`config.mk`:
```
export PLATFORM = sky130hd
export DESIGN_NAME = sfx_sequencer_flat
export DESIGN_NICKNAME = d
export VERILOG_FILES = /design/src/rtl/sfx_sequencer_if.sv /design/src/rtl/sfx_sequencer.sv /design/src/flat_wrapper.sv
export SDC_FILE = /design/constraint.sdc
export NUM_CORES = 1
export LEC_CHECK = 0
export ABC_AREA = 1
export BUFFER_PORTS_ARGS = -buffer_cell sky130_fd_sc_hd__buf_2
export CAP_MARGIN = 20
export CORE_MARGIN = 2
export CORE_UTILIZATION = 60
export CTS_BUF_LIST = sky130_fd_sc_hd__clkbuf_2
export CTS_CLUSTER_SIZE = 14
export DETAILED_ROUTE_END_ITERATION = 7
export HOLD_SLACK_MARGIN = 0.15
export PLACE_DENSITY_LB_ADDON = 0.08
export SYNTH_ARGS = -nofsm -noshare
export SYNTH_HDL_FRONTEND = slang
export SYNTH_SLANG_ARGS = --single-unit
```
`constraint.sdc`:
```
create_clock -name clk -period 8.2 [get_ports clk]
set_clock_uncertainty 0.2 [all_clocks]
set_input_delay 1.64 -clock clk [delete_from_list [all_inputs] [get_ports clk]]
set_output_delay 1.64 -clock clk [all_outputs]
set_load 0.01 [all_outputs]
```
`src/rtl/sfx_sequencer_if.sv`:
```
// Game-event and sine-ROM address bundle for sfx_sequencer.
// master = game logic / audio path, slave = the sequencer.
interface sfx_sequencer_if;
  logic       sound_en;
  logic       evt_paddle;
  logic       evt_brick;
  logic       evt_miss;
  logic [4:0] rom_addr;
  logic       mute;
  logic       playing;
  logic [1:0] sfx_id;
  logic       done;

  modport master (
    output sound_en, evt_paddle, evt_brick, evt_miss,
    input  rom_addr, mute, playing, sfx_id, done
  );

  modport slave (
    input  sound_en, evt_paddle, evt_brick, evt_miss,
    output rom_addr, mute, playing, sfx_id, done
  );
endinterface

```
`src/rtl/sfx_sequencer.sv`:
```
// Breakout sound-effect sequencer: plays a short note melody per game event, stepping a sine ROM address.
// Optional `SFX_QUEUE_EN adds a one-deep pending slot for events that arrive while a melody plays.
module sfx_sequencer #(
  parameter int unsigned DO_DIV      = 5972,
  parameter int unsigned RE_DIV      = 5320,
  parameter int unsigned MI_DIV      = 4738,
  parameter int unsigned SOL_DIV     = 3986,
  parameter int unsigned NOTE_CYCLES = 5_000_000,
  parameter int unsigned GAP_CYCLES  = 500_000
) (
  input  logic clk,
  input  logic reset,
  sfx_sequencer_if.slave bus
);

`ifdef SFX_QUEUE_EN
  localparam bit QueueEn = 1'b1;
`else
  localparam bit QueueEn = 1'b0;
`endif

  typedef enum logic [1:0] {IDLE, PLAY, GAP} state_e;

  state_e      state_q, state_d;
  logic [1:0]  sfx_q, sfx_d;
  logic [1:0]  note_q, note_d;
  logic [1:0]  pend_q, pend_d;
  logic [15:0] step_q, step_d;
  logic [22:0] dur_q, dur_d;
  logic [4:0]  addr_q, addr_d;
  logic        done_q, done_d;

  logic [1:0]  evt, nxt, start_id;
  logic [1:0]  last_note;
  logic [15:0] div;
  logic        start, note_end;

  // Accepted event id, already priority-resolved (miss > brick > paddle).
  always_comb begin
    evt = '0;
    if (bus.sound_en) begin
      if (bus.evt_miss)        evt = 2'd3;
      else if (bus.evt_brick)  evt = 2'd2;
      else if (bus.evt_paddle) evt = 2'd1;
    end
  end

  always_comb begin
    div = 16'(SOL_DIV);
    unique case ({sfx_q, note_q})
      4'b10_00: div = 16'(MI_DIV);
      4'b11_01: div = 16'(MI_DIV);
      4'b11_10: div = 16'(RE_DIV);
      4'b11_11: div = 16'(DO_DIV);
      default:  div = 16'(SOL_DIV);
    endcase
    unique case (sfx_q)
      2'd2:    last_note = 2'd1;
      2'd3:    last_note = 2'd3;
      default: last_note = 2'd0;
    endcase
  end

  assign note_end = (dur_q == 23'(NOTE_CYCLES - 1));
  assign nxt      = (evt > pend_q) ? evt : pend_q;

  always_comb begin
    state_d  = state_q;
    sfx_d    = sfx_q;
    note_d   = note_q;
    pend_d   = pend_q;
    step_d   = step_q;
    dur_d    = dur_q;
    addr_d   = addr_q;
    done_d   = 1'b0;
    start    = 1'b0;
    start_id = evt;
    unique case (state_q)
      IDLE: start = (evt != '0);
      PLAY: begin
        dur_d = dur_q + 1'b1;
        if (step_q == div - 16'd1) begin
          step_d = '0;
          addr_d = addr_q + 1'b1;
        end else begin
          step_d = step_q + 1'b1;
        end
        // Melody end wins over preemption; an event on this edge starts as if it came in IDLE.
        if (note_end && note_q == last_note) begin
          done_d   = 1'b1;
          pend_d   = '0;
          start_id = nxt;
          start    = (nxt != '0);
          if (nxt == '0) begin
            state_d = IDLE;
            sfx_d   = '0;
            note_d  = '0;
            step_d  = '0;
            dur_d   = '0;
            addr_d  = '0;
          end
        end else if (evt > sfx_q) begin
          start  = 1'b1;
          pend_d = '0;
        end else begin
          if (note_end) begin
            state_d = GAP;
            note_d  = note_q + 1'b1;
            step_d  = '0;
            dur_d   = '0;
            addr_d  = '0;
          end
          if (QueueEn && evt != '0 && evt > pend_q) pend_d = evt;
        end
      end
      GAP: begin
        dur_d = dur_q + 1'b1;
        if (evt > sfx_q) begin
          start  = 1'b1;
          pend_d = '0;
        end else begin
          if (dur_q == 23'(GAP_CYCLES - 1)) begin
            state_d = PLAY;
            step_d  = '0;
            dur_d   = '0;
            addr_d  = '0;
          end
          if (QueueEn && evt != '0 && evt > pend_q) pend_d = evt;
        end
      end
      default: state_d = IDLE;
    endcase
    if (start) begin
      state_d = PLAY;
      sfx_d   = start_id;
      note_d  = '0;
      step_d  = '0;
      dur_d   = '0;
      addr_d  = '0;
    end
  end

  always_ff @(posedge clk or posedge reset) begin
    if (reset) begin
      state_q <= IDLE;
      sfx_q   <= '0;
      note_q  <= '0;
      pend_q  <= '0;
      step_q  <= '0;
      dur_q   <= '0;
      addr_q  <= '0;
      done_q  <= 1'b0;
    end else begin
      state_q <= state_d;
      sfx_q   <= sfx_d;
      note_q  <= note_d;
      pend_q  <= pend_d;
      step_q  <= step_d;
      dur_q   <= dur_d;
      addr_q  <= addr_d;
      done_q  <= done_d;
    end
  end

  assign bus.rom_addr = addr_q;
  assign bus.mute     = (state_q != PLAY);
  assign bus.playing  = (state_q != IDLE);
  assign bus.sfx_id   = sfx_q;
  assign bus.done     = done_q;

endmodule
```
`src/flat_wrapper.sv`:
```
// flat-port wrapper written by rule: the top's interface ports become plain ports
module sfx_sequencer_flat 
#(
  parameter int unsigned DO_DIV      = 5972,
  parameter int unsigned RE_DIV      = 5320,
  parameter int unsigned MI_DIV      = 4738,
  parameter int unsigned SOL_DIV     = 3986,
  parameter int unsigned NOTE_CYCLES = 5_000_000,
  parameter int unsigned GAP_CYCLES  = 500_000
)
  (clk, reset, bus_sound_en, bus_evt_paddle, bus_evt_brick, bus_evt_miss, bus_rom_addr, bus_mute, bus_playing, bus_sfx_id, bus_done);
  sfx_sequencer_if bus_i ();
  input  logic clk;
  input  logic reset;
  input wire logic [$bits(bus_i.sound_en)-1:0] bus_sound_en;
  input wire logic [$bits(bus_i.evt_paddle)-1:0] bus_evt_paddle;
  input wire logic [$bits(bus_i.evt_brick)-1:0] bus_evt_brick;
  input wire logic [$bits(bus_i.evt_miss)-1:0] bus_evt_miss;
  output wire logic [$bits(bus_i.rom_addr)-1:0] bus_rom_addr;
  output wire logic [$bits(bus_i.mute)-1:0] bus_mute;
  output wire logic [$bits(bus_i.playing)-1:0] bus_playing;
  output wire logic [$bits(bus_i.sfx_id)-1:0] bus_sfx_id;
  output wire logic [$bits(bus_i.done)-1:0] bus_done;
  assign bus_i.sound_en = bus_sound_en;
  assign bus_i.evt_paddle = bus_evt_paddle;
  assign bus_i.evt_brick = bus_evt_brick;
  assign bus_i.evt_miss = bus_evt_miss;
  assign bus_rom_addr = bus_i.rom_addr;
  assign bus_mute = bus_i.mute;
  assign bus_playing = bus_i.playing;
  assign bus_sfx_id = bus_i.sfx_id;
  assign bus_done = bus_i.done;
  sfx_sequencer #(.DO_DIV(DO_DIV), .RE_DIV(RE_DIV), .MI_DIV(MI_DIV), .SOL_DIV(SOL_DIV), .NOTE_CYCLES(NOTE_CYCLES), .GAP_CYCLES(GAP_CYCLES)) u_core (.clk(clk), .reset(reset), .bus(bus_i));
endmodule
```
==> impl_metrics.ini <==
[clocking]
clock_path_buffers = 2
cts_root_buf = clkbuf_2
ctsHoldBuffers = 0
cts.htree.levels = 2
tritoncts = done
cts_sinks = 53
clk_latency_ns = 0.47
cts_buffers = 5
cts-resized-gates = 0
postCtsSetupBuffers = 0
clk_pin_slew_ns = 0.29

[yosys]
yosysTopAreaCellShare_pct = 31.7
synth_edf_count = 0
synthDistinctLibCells = 38
synth_area_um2 = 4190
ys_seq_area_share_pct = 31.7
yosysMostFrequentCell = nand2_1
postSynthCellCount = 598
synth_largest_area_cell = dfrtp_1
synth.top_cells.by_count = nand2_1 (172), inv_1 (85), dfrtp_1 (53)
synth_flop_cell = dfrtp_1
ys_ff_latch = 53
ys_warn_count = 0
synthTopCellsByArea = dfrtp_1 (32%), nand2_1 (15%), inv_1 (7.6%), nand3_1 (5.6%), ha_1 (5.1%)
syn_avg_cell_area_um2 = 7.01
syn_nets = 621
synth-async-reset-ratio_pct = 100

[sta]
relSlewSlack_pct = 55.7
hold_violations = 0
final_max_slew_viol_count = 0
rsz0062_at_grt = no
tns_ns = 0
timing.hold.ws_ns = 0.343
setup_viol = 0
post-route-min-period_ns = 4.11
fin_ws_ns = 4.09
finalCritPeriodShare_pct = 50.1
worstMarginPinSlew_ns = 0.664
fmax_mhz = 243

[floorplanning]
die-area_um2 = 7670
num_rows = 30
core_um2 = 6790
chipHeight_um = 87.6
die_w_um = 87.6
io_pins = 16
initial_core_util_pct = 61.7

[grt]
grt_first_pass_wirelength_mm = 15.9
grt_overflow_total = 0
grt_usage_pct = 26.3
grt_pass1_vias = 3386
grt_max_degree = 54
antenna_found_initial = 0

[worst_hold_path]
hold_path.class = flip-flop to flip-flop
holdPathStages = 2
hold_end = u_core.pend_q[0]
min-delay-start = u_core.pend_q[0]

[critical_path]
arrival_ns = 4.32
rr_endpoint = u_core.step_q[14]
r2r_setup_slack_ns = 5.23
r2r-start = u_core.bus.sfx_id[1]
critPathCaptureType = flip-flop
critPathMaxFanout = 25
cp.required_ns = 8.41
critPathKind = primary input to flip-flop
r2r_cells = 11
startpoint_type = primary input

[placed_design]
gp_congestion = 0.970
pre_cts_ws_ns = 3.60
dpl.hpwl_mm = 7.20
dpl_cell_area_um2 = 4290
numPortBuffers = 15
dp.cells = 696

[pwr]
pwr-share-seq_pct = 33.9
peakVddDrop_uv = 137
p_per_area_nw_per_um2 = 209
swShare_pct = 53.1
power_frac_clock_pct = 12.6
power.switching_uw = 483
leakagePower_nw = 2.16
p_comb_share_pct = 53.5
power.total_uw = 909
p_int_uw = 426

[final_layout]
post-route-util_pct = 63.9
final_cells = 704
areaGrowthSynthToFinish_pct = 3.58
drive_gt1_share_pct = 10.5
n_antenna_cell = 0
stdcell_area_um2 = 4340
nets = 630

[routing]
dr.first_iter.drc_count = 223
routed_wl_mm = 9.38
drtPass1Iterations = 5
drc_errors = 0
wl_per_cell_um = 13.3
route.vias.total = 3820
vias_per_cell = 5.43
drtAntennaViolNets = 0

[job]
drv_cap = 0

[run_status]
outcome = finished, final reports clean
## sequential cells by signal (all words and copies together) (netlist names)
name and count:
u_core.bus.done 1, u_core.bus.sfx_id 2, u_core.bus.rom_addr 5, u_core.state_q 2, u_core.pend_q 2, u_core.note_q 2
u_core.step_q 16, u_core.dur_q 23
## worst max-delay path by stage
stage / end / from
6_report: u_core.step_q[14] / bus_evt_miss
5_1_grt: u_core.step_q[9] / bus_evt_miss
4_1_cts: u_core.step_q[14] / bus_evt_miss
3_5_place_dp: u_core.step_q[14] / bus_evt_miss
3_3_place_gp: u_core.dur_q[16] / bus_evt_miss
2_1_floorplan: u_core.dur_q[6] / bus_evt_miss
## layer usage
| metal | share of wire, % | wire length (um) | track usage, % |
|---|---|---|---|
| met4 | 1.5 | 139 | 5.73 |
| met2 | 44 | 4160 | 40.4 |
| met5 | 0 | 0 | 0 |
| met3 | 4.7 | 444 | 4.15 |
| met1 | 49 | 4630 | 39.3 |
## logic make-up after synthesis
group,count (synthesis),synth area share [%]
compound gates,50,8.12
xor+xnor,29,6.06
fa+ha+maj,17,5.08
buf+inv,105,10.7
flops,53,31.7
simple gates,344,38.4
## final cells by class
cell class                      count  area, um2
Inverter                           91        344
Clock inverter                      3       25.0
Multi-Input combinational cell    440       2420
Clock buffer                        5       25.0
Tap cell                           96        120
Fill cell                         632       2450
Sequential cell                    53       1330
Timing Repair Buffer               16       82.6
## power by group through the flow
stage / Sequential, mW / Combinational (mW) / Clock (mW)
6_report: 0.308 / 0.486 / 0.115
5_1_grt: 0.313 / 0.546 / 0.128
4_1_cts: 0.308 / 0.485 / 0.120
3_5_place_dp: 0.313 / 0.483 / 0
3_3_place_gp: 0.311 / 0.477 / 0
2_1_floorplan: 0.308 / 0.428 / 0
## critical path, cell delays in order
cell,delay [ns]
buf_2,0.10
o21ai_0,0.31
inv_1,0.13
ha_1,0.31
nand2_1,0.05
a22oi_1,0.46
nand2_1,0.15
nand2_1,0.09
nand2_1,0.06
nand2_2,0.09
nand2_4,0.15
o21ai_4,0.29
inv_2,0.27
o21ai_0,0.21
## placed cells by master (no fill, tap or decap), drive strengths merged
cell type  instances
clkbuf             5
nand3b            11
a21oi              6
dfrtp             53
nand3             51
inv               90
o22ai              2
o21bai             1
or2                1
nand4             24
nand2b             1
clkinvlp           1
xor2              24
nor2              49
xnor2              5
nor4               6
a211oi             1
a22oi              2
a31oi              1
nand2            181
o21ai             35
and3               3
o211ai             2
nor3              17
buf               16
ha                17
clkinv             3
Power figures use the tool's default switching activity.
